## config.mk

```make
export PLATFORM = sky130hd
export DESIGN_NAME = scan_7seg_mux
export DESIGN_NICKNAME = d
export VERILOG_FILES = /design/src/rtl/scan_7seg_mux.sv
export SDC_FILE = /design/constraint.sdc
export NUM_CORES = 1
export LEC_CHECK = 0
export BUFFER_PORTS_ARGS = -buffer_cell sky130_fd_sc_hd__buf_2
export CORE_UTILIZATION = 58
export CTS_CLUSTER_DIAMETER = 100
export CTS_CLUSTER_SIZE = 14
export DETAILED_ROUTE_END_ITERATION = 10
export PLACE_DENSITY = 0.8
export SLEW_MARGIN = 20
export SYNTH_ARGS = -nofsm -noshare
export SYNTH_HDL_FRONTEND = slang
export SYNTH_SLANG_ARGS = --single-unit
```

## constraint.sdc

```tcl
create_clock -name clk -period 2.9 [get_ports clk]
set_clock_uncertainty 0.05 [all_clocks]
set_input_delay 0.29 -clock clk [delete_from_list [all_inputs] [get_ports clk]]
set_output_delay 0.29 -clock clk [all_outputs]
set_load 0.1 [all_outputs]
```

## src/rtl/scan_7seg_mux.sv

```systemverilog
// Time-multiplexed hex driver for N common-segment 7-segment digits.
// Codes are double-buffered and swapped in only when the scan wraps to digit 0.
module scan_7seg_mux #(
    parameter int N_DIGITS   = 4,
    parameter int DIV        = 50000,
    parameter bit ACTIVE_LOW = 1'b1
) (
    input  logic                  clk,
    input  logic                  reset,
    input  logic [4*N_DIGITS-1:0] codes,
    input  logic [N_DIGITS-1:0]   blank,
    input  logic                  load,
    output logic [6:0]            seg,
    output logic [N_DIGITS-1:0]   dig,
    output logic                  frame_done
);

    localparam int CNT_W = (DIV > 1) ? $clog2(DIV) : 1;
    localparam int IDX_W = (N_DIGITS > 1) ? $clog2(N_DIGITS) : 1;
    localparam logic [CNT_W-1:0] CNT_MAX = CNT_W'(DIV - 1);
    localparam logic [IDX_W-1:0] IDX_MAX = IDX_W'(N_DIGITS - 1);

    logic [CNT_W-1:0]      cnt_q, cnt_d;
    logic [IDX_W-1:0]      idx_q, idx_d;
    logic [4*N_DIGITS-1:0] pcodes_q, pcodes_d, dcodes_q, dcodes_d;
    logic [N_DIGITS-1:0]   pblank_q, pblank_d, dblank_q, dblank_d;
    logic                  pflag_q, pflag_d;
    logic [6:0]            seg_q, seg_d;
    logic [N_DIGITS-1:0]   dig_q, dig_d;
    logic                  frame_done_q, frame_done_d;

    logic                  tick, wrap;
    logic [3:0]            cur_code;
    logic [6:0]            seg_lit;
    logic [N_DIGITS-1:0]   dig_lit;

    // Internal glyphs are active-high, bit order {a,b,c,d,e,f,g}.
    function automatic logic [6:0] glyph(input logic [3:0] code);
        case (code)
            4'h0: glyph = 7'b1111110;
            4'h1: glyph = 7'b0110000;
            4'h2: glyph = 7'b1101101;
            4'h3: glyph = 7'b1111001;
            4'h4: glyph = 7'b0110011;
            4'h5: glyph = 7'b1011011;
            4'h6: glyph = 7'b1011111;
            4'h7: glyph = 7'b1110000;
            4'h8: glyph = 7'b1111111;
            4'h9: glyph = 7'b1111011;
            4'hA: glyph = 7'b1110111;
            4'hB: glyph = 7'b0011111;
            4'hC: glyph = 7'b1001110;
            4'hD: glyph = 7'b0111101;
            4'hE: glyph = 7'b1001111;
            default: glyph = 7'b1000111;
        endcase
    endfunction

    always_comb begin
        // NOTE: every signal gets a default before the conditionals so no latch is inferred.
        tick     = (cnt_q == CNT_MAX);
        wrap     = tick && (idx_q == IDX_MAX);
        cnt_d    = tick ? '0 : cnt_q + 1'b1;
        idx_d    = idx_q;
        pcodes_d = pcodes_q;
        pblank_d = pblank_q;
        pflag_d  = pflag_q;
        dcodes_d = dcodes_q;
        dblank_d = dblank_q;

        if (tick) begin
            idx_d = wrap ? '0 : idx_q + 1'b1;
        end
        if (wrap && pflag_q) begin
            dcodes_d = pcodes_q;
            dblank_d = pblank_q;
            pflag_d  = 1'b0;
        end
        // A load in the wrap cycle lands in pending only and waits for the next wrap.
        if (load) begin
            pcodes_d = codes;
            pblank_d = blank;
            pflag_d  = 1'b1;
        end
        frame_done_d = wrap;
    end

    always_comb begin
        cur_code = dcodes_q[4*int'(idx_q) +: 4];
        seg_lit  = '0;
        dig_lit  = '0;
        if (!dblank_q[int'(idx_q)]) begin
            seg_lit = glyph(cur_code);
            dig_lit = N_DIGITS'(1) << idx_q;
        end
        seg_d = ACTIVE_LOW ? ~seg_lit : seg_lit;
        dig_d = ACTIVE_LOW ? ~dig_lit : dig_lit;
    end

    // NOTE: sequential state uses non-blocking assignments so all flops update together.
    always_ff @(posedge clk) begin
        if (reset) begin
            cnt_q        <= '0;
            idx_q        <= '0;
            pcodes_q     <= '0;
            pblank_q     <= '1;
            pflag_q      <= 1'b0;
            dcodes_q     <= '0;
            dblank_q     <= '1;
            seg_q        <= {7{ACTIVE_LOW}};
            dig_q        <= {N_DIGITS{ACTIVE_LOW}};
            frame_done_q <= 1'b0;
        end else begin
            cnt_q        <= cnt_d;
            idx_q        <= idx_d;
            pcodes_q     <= pcodes_d;
            pblank_q     <= pblank_d;
            pflag_q      <= pflag_d;
            dcodes_q     <= dcodes_d;
            dblank_q     <= dblank_d;
            seg_q        <= seg_d;
            dig_q        <= dig_d;
            frame_done_q <= frame_done_d;
        end
    end

    assign seg        = seg_q;
    assign dig        = dig_q;
    assign frame_done = frame_done_q;

endmodule
```

== Yosys cells after proc, flatten, opt, wreduce, memory -nomap -nowiden ==
Memory sizes are Yosys's and may differ from the RTL's.
Index checks and enable logic that the tools add are counted.

* Flip-flop bits (word level): 71
* ROM bits: 112
* Bits of input ports: 23
* Logic and storage cells: 31
* Memories: 1

* Add/sub/neg operators: 2
* Magnitude comparators: 1
* Equality and inequality tests: 2
* Shift operators: 2
* Muxes and demuxes: 7
* Bitwise gates (word level): 2
* Reductions and logical operators: 4

{| class="wikitable"
|+ Memory list
! name !! words !! width !! rd ports !! clocked after Yosys merged registers in !! write ports !! line !! source
|-
| (name not given) || 16 || 7 || 1 || 0 || 0 || 39 || <nowiki>case (code)</nowiki>
|}

{| class="wikitable"
|+ Operators with widths
! operator !! number
|-
| 16-bit by 1-bit adder with 16-bit output (second input constant) || 1
|-
| 16-bit == test (second input constant) || 1
|-
| 16-bit by 5-bit indexed part select with 4-bit output || 1
|-
| 7-bit two-way mux || 1
|-
| 7-bit inverter || 1
|-
| 4-bit two-way mux || 1
|-
| 4-bit inverter || 1
|-
| 1-bit by 2-bit << shifter with 4-bit output (first input constant) || 1
|-
| 2-bit by 3-bit < comparator with 1-bit output (second input constant) || 1
|-
| 1-bit two-way mux || 3
|-
| 2-bit by 1-bit adder with 2-bit output (second input constant) || 1
|-
| 1-bit binary-select mux with 2-bit select || 1
|-
| 2-bit == test (second input constant) || 1
|-
| 1-bit logical AND || 2
|-
| 2-bit two-way mux || 1
|-
| 2-bit nonzero test || 1
|-
| 2-bit OR reduction || 1
|}

== Depth between registers and ports, before layout ==
Gate-level depths: netlist of the first run.

* Word-level depth: 5
* Depth in mapped cells: 7
* Mapped depth without buffers: 6

== Least setup slack after synthesis of the first run ==
No wires, ideal clock.

* Path type: flip-flop to flip-flop
* Start point: register cnt_q[11]
* End point: register dcodes_q[10]
* Setup time: 0.132 ns
* Arrival time: 1.920 ns
* Data required time: 2.718 ns
* Setup slack: 0.798 ns
* Stages on the path, launching flop included: 7
* Buffers on the path: 2
* Clock period less this slack: 2.102 ns
* Cell sequence: dfxtp_1 or4b_4 or4_4 buf_6 buf_6 o31ai_1 a21oi_1

* Cells in the longest elaborated chain, start to end: 3

{| class="wikitable"
|+ RTL lines
! what !! line !! source
|-
| from (decl) || 23 || <nowiki>logic [CNT_W-1:0] cnt_q, cnt_d;</nowiki>
|-
| from (signal assigned) || 114 || <nowiki>cnt_q <= cnt_d;</nowiki>
|-
| 16-bit == test || 61 || <nowiki>tick = (cnt_q == CNT_MAX);</nowiki>
|-
| 1-bit logical AND || 62 || <nowiki>wrap = tick && (idx_q == IDX_MAX);</nowiki>
|-
| 1-bit logical AND || 74 || <nowiki>if (wrap && pflag_q) begin</nowiki>
|-
| to (signal assigned) || 119 || <nowiki>dcodes_q <= dcodes_d;</nowiki>
|-
| to (decl) || 25 || <nowiki>logic [4*N_DIGITS-1:0] pcodes_q, pcodes_d, dcodes_q, dcodes_d;</nowiki>
|}

Every way passes these cells.
A chain may end at the register's enable or synchronous reset.

== Worst setup path after layout of the first run ==
* Start point: register cnt_q[11]
* End point: register dblank_q[3]

* Cells in the longest elaborated chain, start to end: 3

{| class="wikitable"
|+ RTL lines
! what !! line !! source
|-
| 16-bit == test || 61 ||
|-
| 1-bit logical AND || 62 ||
|-
| 1-bit logical AND || 74 ||
|-
| to (signal assigned) || 120 || <nowiki>dblank_q <= dblank_d;</nowiki>
|-
| to (decl) || 26 || <nowiki>logic [N_DIGITS-1:0] pblank_q, pblank_d, dblank_q, dblank_d;</nowiki>
|}

Every way passes these cells.

==> run metrics, run 1 <==
Worst R2R Setup Slack=590 ps; pin count of the biggest net entering global routing=30; RSZ-0062 raised after global routing=false; cts hold-fix bufs=0; Antenna Nets Post-Route=0; CP max FO=22; worst slew pin tran=673 ps; slowest CP cell=or4_4; max cap viols=0; hold path cells=2; die width=75.1 um; setup TNS=0 ps; Min-Delay Path Class=input pin to flop; vias in the first global route=2062; Post-CTS Setup Bufs=0; Final Setup Violations=0; fin crit share=79.7%; CTS tree=built; Post-DP HPWL=3.86 mm; Final GP Congestion=0.816; Crit path required time=3130 ps; Clock Latency Late Sink=360 ps; Endpoint, Worst Hold=pblank_q[1]$_SDFFE_PP1P_; worst vdd ir=0.416 mV; Synth area leaders=dfxtp_1 (46%), mux2i_1 (6.8%), nor2_1 (5.7%); Root Driver=clkbuf_8; Overflow after GRT=0; CP max stage delay=690 ps; status=finished, final reports clean; worst slack, placed=633 ps; n_diodes=0; CP startpoint kind=flop; fraction of layout instances using a drive strength above 1=18.9%; fin. max-slew vios=0; cts repair resizes=0; Fill cells=457; clock power share=44.5%; FF-to-FF path depth=4; min-delay src=blank[1]; CTS buffer count=9; hold_ws=83.5 ps; DRT Wirelength=5.86 mm; starting density of the core=60.3%; Post-Syn Area per Cell=9.65 sq um; RR Startpoint=cnt_q[11]$_SDFF_PP0_; #FFs+latches synth=71; LEAKAGE=1.28 nW; Flop pwr share=51.8%; CORE AREA=5140 sq um; max frequency=433 MHz; initial antenna violation count=0; Final Critical Period=2310 ps; Ys Warns=0; first-pass GRT wire length=9.63 mm; Synth top area share=45.9%; area grow syn2layout=13.3%; final worst slack=589 ps; Rel. slew slack=55.0%; Worst-path clk slew=70 ps; Max H-tree Level=3; number of buffers added on ports=34; Reg-to-Reg End=dblank_q[3]$_SDFFE_PP1P_; crit path DAT=2540 ps; Clock Path Buffers=2; count of cell types in the netlist=37; PwrDens=555 nW/um^2; IO Pins=35; Crit Path Class=flop to flop; DR pass1 iterations=4; area taken by multi-input logic gates=1520 sq um; count of clock tree sinks=71; final cell count without fillers=424; die area=5640 sq um; Die Y=75.1 um; synthesized instance count=321; mapped cell area=3100 sq um; sw frac=21.0%; Via density=5.49; Comb power frac=3.7%; DRT iter0 DRCs=122; critical path, cell by cell=or4b_4, or4_4, nor3_4, mux2i_1; Tot GR Track Use=23.6%; P_sw=0.410 mW; routed vias=2328; final hold vios=0; post-DR wirelength/cell=13.8 um; largest area contributor in the netlist=dfxtp_1; register area=1420 sq um; FP Rows=26; sequential fraction of the synthesis area=45.9%; cell total after placement=408; Setup crit end kind=flop; # nets final=383; Remaining DRCs=0; cell-internal power=1.54 mW; Mapped Nets=355
## cell usage after synthesis (all sizes together)
| cell type | count |
|---|---|
| dfxtp | 71 |
| nor2 | 47 |
| a21oi | 22 |
| mux2i | 21 |
| nand4 | 20 |
| o31ai | 17 |
| clkbuf | 15 |
| xnor2 | 13 |
| ha | 11 |
| inv | 11 |
| nand2 | 9 |
| buf | 8 |
| nand3 | 7 |
| nor2b | 6 |
| mux4 | 5 |
| nor3 | 5 |
| nor4 | 5 |
| a211o | 4 |
| o21ai | 4 |
| o221ai | 4 |
| a211oi | 2 |
| and3 | 2 |
| o211ai | 2 |
| or2 | 2 |
| and2 | 1 |
| nand2b | 1 |
| nand4bb | 1 |
| o21bai | 1 |
| o2bb2ai | 1 |
| or4 | 1 |
| or4b | 1 |
| xor2 | 1 |
## critical path: cells and delay by family, from the launching register on
family           cells  cell delay [ps]
flip-flops           1              350
multiplexers         1              250
AND/OR/NAND/NOR      3             1580
## placed cells by master (no fill, tap or decap), types with 2 or more instances in the layout
master / synthesis / final
clkbuf_8: 0 / 10
bufinv_16: 0 / 2
a211oi_1: 2 / 2
or2_2: 2 / 2
buf_2: 1 / 34
o21ai_0: 4 / 4
a21oi_1: 22 / 22
o211ai_1: 2 / 2
nand2_1: 9 / 9
o31ai_1: 17 / 17
nor3_1: 3 / 3
mux4_2: 5 / 5
ha_1: 11 / 11
and3_1: 2 / 2
inv_1: 11 / 11
buf_4: 1 / 6
nor2b_1: 6 / 6
nor2_1: 47 / 47
mux2i_1: 21 / 21
nor4_1: 5 / 5
xnor2_1: 13 / 13
o221ai_1: 4 / 4
nand4_1: 20 / 20
nand3_1: 7 / 7
a211o_1: 4 / 4
dfxtp_1: 71 / 71
## flip-flops by register name, summed over array words and instances, names as in the netlist, 2 cells and up
register  flops
pcodes_q     16
idx_q         2
dig           4
dcodes_q     16
cnt_q        16
seg           7
pblank_q      4
dblank_q      4
## through the flow
| stage | total power, mW | area [sq um] | utilization (%) |
|---|---|---|---|
| after floorplan | 1.08 | 3100 | - |
| after global placement | 1.10 | 3290 | 64.0 |
| after detailed placement | 1.10 | 3290 | 64.0 |
| after CTS | 1.96 | 3510 | 68.3 |
| after global routing | 2.03 | 3510 | 68.3 |
| final | 1.95 | 3510 | 68.3 |
## routing by layer
layer | up-vias | share of wire (%) | global-route usage, %
met5 | - | 0 | 0
met1 | 1071 | 49 | 31.3
met3 | 13 | 3.6 | 7.10
li1 | 1199 | - | -
met2 | 45 | 45 | 35.0
met4 | 0 | 2.2 | 11.7
## worst max path at each step
stage / startpoint / end / slack, ps / depth (start not counted)
after global routing: cnt_q[11]$_SDFF_PP0_ / dblank_q[3]$_SDFFE_PP1P_ / 520 / 4
final: cnt_q[11]$_SDFF_PP0_ / dblank_q[3]$_SDFFE_PP1P_ / 590 / 4
after CTS: cnt_q[11]$_SDFF_PP0_ / dblank_q[3]$_SDFFE_PP1P_ / 600 / 4
after floorplan: cnt_q[11]$_SDFF_PP0_ / dcodes_q[10]$_SDFFE_PP0P_ / 800 / 6
after detailed placement: cnt_q[11]$_SDFF_PP0_ / dblank_q[3]$_SDFFE_PP1P_ / 630 / 4
after global placement: cnt_q[11]$_SDFF_PP0_ / dblank_q[0]$_SDFFE_PP1P_ / 700 / 4
## power by group through the flow
stage / clock network [mW] / registers, mW / logic (mW)
2_1_floorplan: 0 / 1.03 / 0.0515
3_3_place_gp: 0 / 1.03 / 0.0701
3_5_place_dp: 0 / 1.03 / 0.0719
4_1_cts: 0.883 / 1.01 / 0.0722
5_1_grt: 0.937 / 1.01 / 0.0812
6_report: 0.868 / 1.01 / 0.0713
## layout make-up
class | instances | share of cell area (%)
clock inverter | 5 | 2.32
multi-input combinational | 216 | 43.4
tap | 70 | 2.49
timing repair buffer | 40 | 6.13
sequential | 71 | 40.5
inverter | 11 | 1.18
clock buffer | 11 | 4.03
## kinds of logic (layout without fill, tap and decap cells)
kind of cell	after synthesis	after routing	share of synthesized area, %
multiplexers	26	26	10.4
AND/OR/NAND/NOR	108	108	17.9
XOR/XNOR	14	14	3.96
AO/OA/AOI/OAI	57	57	12.4
adder cells (fa/ha/maj)	11	11	4.44
flip-flops	71	71	45.9
buffers and inverters	34	67	5.01
Power figures use the tool's default switching activity.
==> run 2, diff against run 1 <==
--- a/config.mk
+++ b/config.mk
@@ -5,12 +5,13 @@
 export SDC_FILE = /design/constraint.sdc
 export NUM_CORES = 1
 export LEC_CHECK = 0
+export ABC_AREA = 1
 export BUFFER_PORTS_ARGS = -buffer_cell sky130_fd_sc_hd__buf_2
-export CORE_UTILIZATION = 58
+export CORE_UTILIZATION = 52
 export CTS_CLUSTER_DIAMETER = 100
 export CTS_CLUSTER_SIZE = 14
 export DETAILED_ROUTE_END_ITERATION = 10
-export PLACE_DENSITY = 0.8
+export PLACE_DENSITY = 0.76
 export SLEW_MARGIN = 20
 export SYNTH_ARGS = -nofsm -noshare
 export SYNTH_HDL_FRONTEND = slang
==> constraint.sdc (replaced) <==
create_clock -name clk -period 1.9 [get_ports clk]
set_clock_uncertainty 0.05 [all_clocks]
set_input_delay 0.19 -clock clk [delete_from_list [all_inputs] [get_ports clk]]
set_output_delay 0.19 -clock clk [all_outputs]
set_load 0.1 [all_outputs]
==> run 2 against run 1 <==
Maximum frequency increased by 36%. Final cell count increased by 28%. Combinational power increased by 71%. First-iteration DRC count decreased by 18%. Total power increased by 55%. Synthesized cell count increased by 32%. Setup slack got worse by 380 ps. Critical path depth increased by 6. Sequential share of layout area decreased by 1.3 points. Critical endpoint is now seg[3]$_SDFF_PP1_. Largest power group unchanged.
==> run metrics, run 2 <==
status=finished, final reports clean; DRT iter0 DRCs=100 (-18%); Final Critical Period=1690 ps (-617 ps); Antenna Nets Post-Route=0 (unchanged); DR pass1 iterations=5 (+1); Final GP Congestion=0.865 (+5.9%); PnR Total Power=3.02 mW (+55%); CP max FO=11 (-50%); placement-stage cell area=3330 sq um (+1.4%); FP Rows=27 (+3.8%); commonest non-fill, non-tap cell in the layout=nand2_1; crit path DAT=1880 ps (-660 ps); top-count cell post-synth=nand2_1; CTS buffer count=9 (unchanged); Post-DP HPWL=4.37 mm (+13%); Crit Path Class=flop to flop; pin count of the biggest net entering global routing=25 (-17%); PwrDens=831 nW/um^2 (+50%); Min-Delay Path Class=input pin to flop; Post-synth EDFFs=0 (unchanged); worst vdd ir=0.605 mV (+46%); CP max stage delay=350 ps (-340 ps); mapped cell area=3140 sq um (+1.5%); Die Y=79.8 um (+6.2%); count of clock tree sinks=71 (unchanged); Setup crit end kind=flop; Tot GR Track Use=21.7% (-1.9 points); Mapped Nets=459 (+29%); Post-Syn Area per Cell=7.40 sq um (-23%); worst slew pin tran=554 ps (-120 ps); Remaining DRCs=0 (unchanged); Overflow after GRT=0 (unchanged); initial antenna violation count=0 (unchanged); Worst-path clk slew=70 ps (about the same); most frequent cells in the layout=nand2_1 (90), dfxtp_1 (69), nor2_1 (59), nand3_1 (36), buf_2 (34); Synth async-reset ratio=0% (unchanged); setup TNS=0 ps (unchanged); final hold vios=0 (unchanged); max cap viols=0 (unchanged); Core Util, Final=64.1% (-4.2 points); n_diodes=0 (unchanged); Root Driver=clkbuf_8; final worst slack=206 ps (-383 ps); die width=79.8 um (+6.2%); #FFs+latches synth=71 (unchanged); routed vias=2809 (+21%); Max H-tree Level=3 (unchanged); IO Pins=35 (unchanged); Via density=5.19 (-5.4%); fraction of layout instances using a drive strength above 1=16.6% (-2.3 points); largest registers=cnt_q x16, dcodes_q x16, pcodes_q x16; synthesized instance count=425 (+32%); CP startpoint kind=flop; synth cell count leaders=nand2_1 (90), dfxtp_1 (71), nor2_1 (59), nand3_1 (36), a21oi_1 (32); Synth area leaders=dfxtp_1 (45%), nand2_1 (11%), nor2_1 (7.0%); Crit path required time=2080 ps (-1050 ps); critical path, cell by cell=buf_4, nand2_1, nand3_1, nand2_1, inv_1, ha_1, inv_1, nor2_1, o21ai_0, nand3_1; Ys Warns=0 (unchanged); sequential fraction of the synthesis area=45.2% (-0.66 points); post-DR wirelength/cell=11.6 um (-16%); Post-CTS Setup Bufs=0 (unchanged); fin. max-slew vios=0 (unchanged); RSZ-0062 raised after global routing=false; Clock Path Buffers=2 (unchanged); largest area contributor in the netlist=dfxtp_1; LEAKAGE=1.42 nW (+11%); DRT Wirelength=6.28 mm (+7.2%); CORE AREA=5680 sq um (+10%); Synth top area share=45.2% (-0.66 points); Clock Latency Late Sink=350 ps (about the same); first-pass GRT wire length=10.8 mm (+12%); max frequency=590 MHz (+36%); slowest CP cell=dfxtp_2; die area=6360 sq um (+13%); fin area=3640 sq um (+3.6%); vias in the first global route=2530 (+23%); fin crit share=89.1% (+9.5 points); Final Setup Violations=0 (unchanged); worst slack, placed=157 ps (-476 ps); starting density of the core=55.4% (-4.9 points); Primary FF master, synth=dfxtp_1; count of cell types in the netlist=26 (-30%); Rel. slew slack=63.0% (+8.0 points); area grow syn2layout=15.7%; CTS tree=built; number of buffers added on ports=34 (unchanged); # nets final=498 (+30%)
run 2: cell count changes in the layout (fill, tap and decap cells not counted), sizes merged, moves of 10 or more:
cell / before / now
nand2: 9 / 95
nand3: 7 / 38
inv: 11 / 37
mux2i: 21 / 0
o21ai: 4 / 25
nor2: 47 / 64
o31ai: 17 / 0
xnor2: 13 / 0
a21oi: 22 / 32
run 2: path summary, 6_finish.rpt:
| kind | from | to | slack (ps) | cells after the start |
|---|---|---|---|---|
| setup reg to reg | idx_q[0]$_SDFFE_PP0P_ | seg[3]$_SDFF_PP1_ | 210 | 10 |
| setup / recovery | idx_q[0]$_SDFFE_PP0P_ | seg[3]$_SDFF_PP1_ | 210 | 10 |
| hold / removal | codes[2] | pcodes_q[2]$_SDFFE_PP0P_ | 10 | 3 |
| hold reg to reg | cnt_q[0]$_SDFF_PP0_ | cnt_q[0]$_SDFF_PP0_ | 400 | 1 |
run 2: per-layer routing:
metal	global-route usage (%)	up-vias	share of wire [%]
met3	4.57	14	4.7
li1	-	1471	-
met4	11.4	0	2.0
met2	34.4	77	44
met5	0	-	0
met1	27.8	1247	49
run 2: logic make-up after synthesis:
group                    synth area share [%]
AO/OA/AOI/OAI                            9.51
XOR/XNOR                                0.557
adder cells (fa/ha/maj)                  4.38
buffers and inverters                    7.96
flip-flops                               45.2
AND/OR/NAND/NOR                          32.4
run 2: timing repair:
action / CTS / global route
resized for setup: 0 / 4
hold endpoints to repair: 6 / 0
hold buffers: 6 / 0
endpoints found under the setup margin: 0 / 20
run 2: per-stage QoR:
stage | hold WS (ps) | instances
after floorplan | 266 | 425
after global placement | 354 | 519
after detailed placement | 355 | 519
after CTS | 1.85 | 541
after global routing | 12.2 | 541
final | 11.6 | 541
run 2: report_power, final:
part,internal [mW],switching [mW],total (mW),leakage [nW]
registers,1.52,0.0199,1.54,0.580
clock network,0.783,0.574,1.36,0.117
logic,0.0501,0.0717,0.122,0.719
run 2: cell type report:
type	instances	area, sq um
clock buffer	10	138
fill	539	2040
sequential	71	1420
clock inverter	6	91.3
multi-input combinational	300	1480
tap	72	90.1
inverter	36	135
timing repair buffer	46	279
run 2: critical path, delay by kind of cell, from the launching register on:
| kind | cells | cell delay [ps] |
|---|---|---|
| AO/OA/AOI/OAI | 1 | 160 |
| buffers and inverters | 3 | 370 |
| flip-flops | 1 | 350 |
| AND/OR/NAND/NOR | 5 | 470 |
| adder cells (fa/ha/maj) | 1 | 190 |
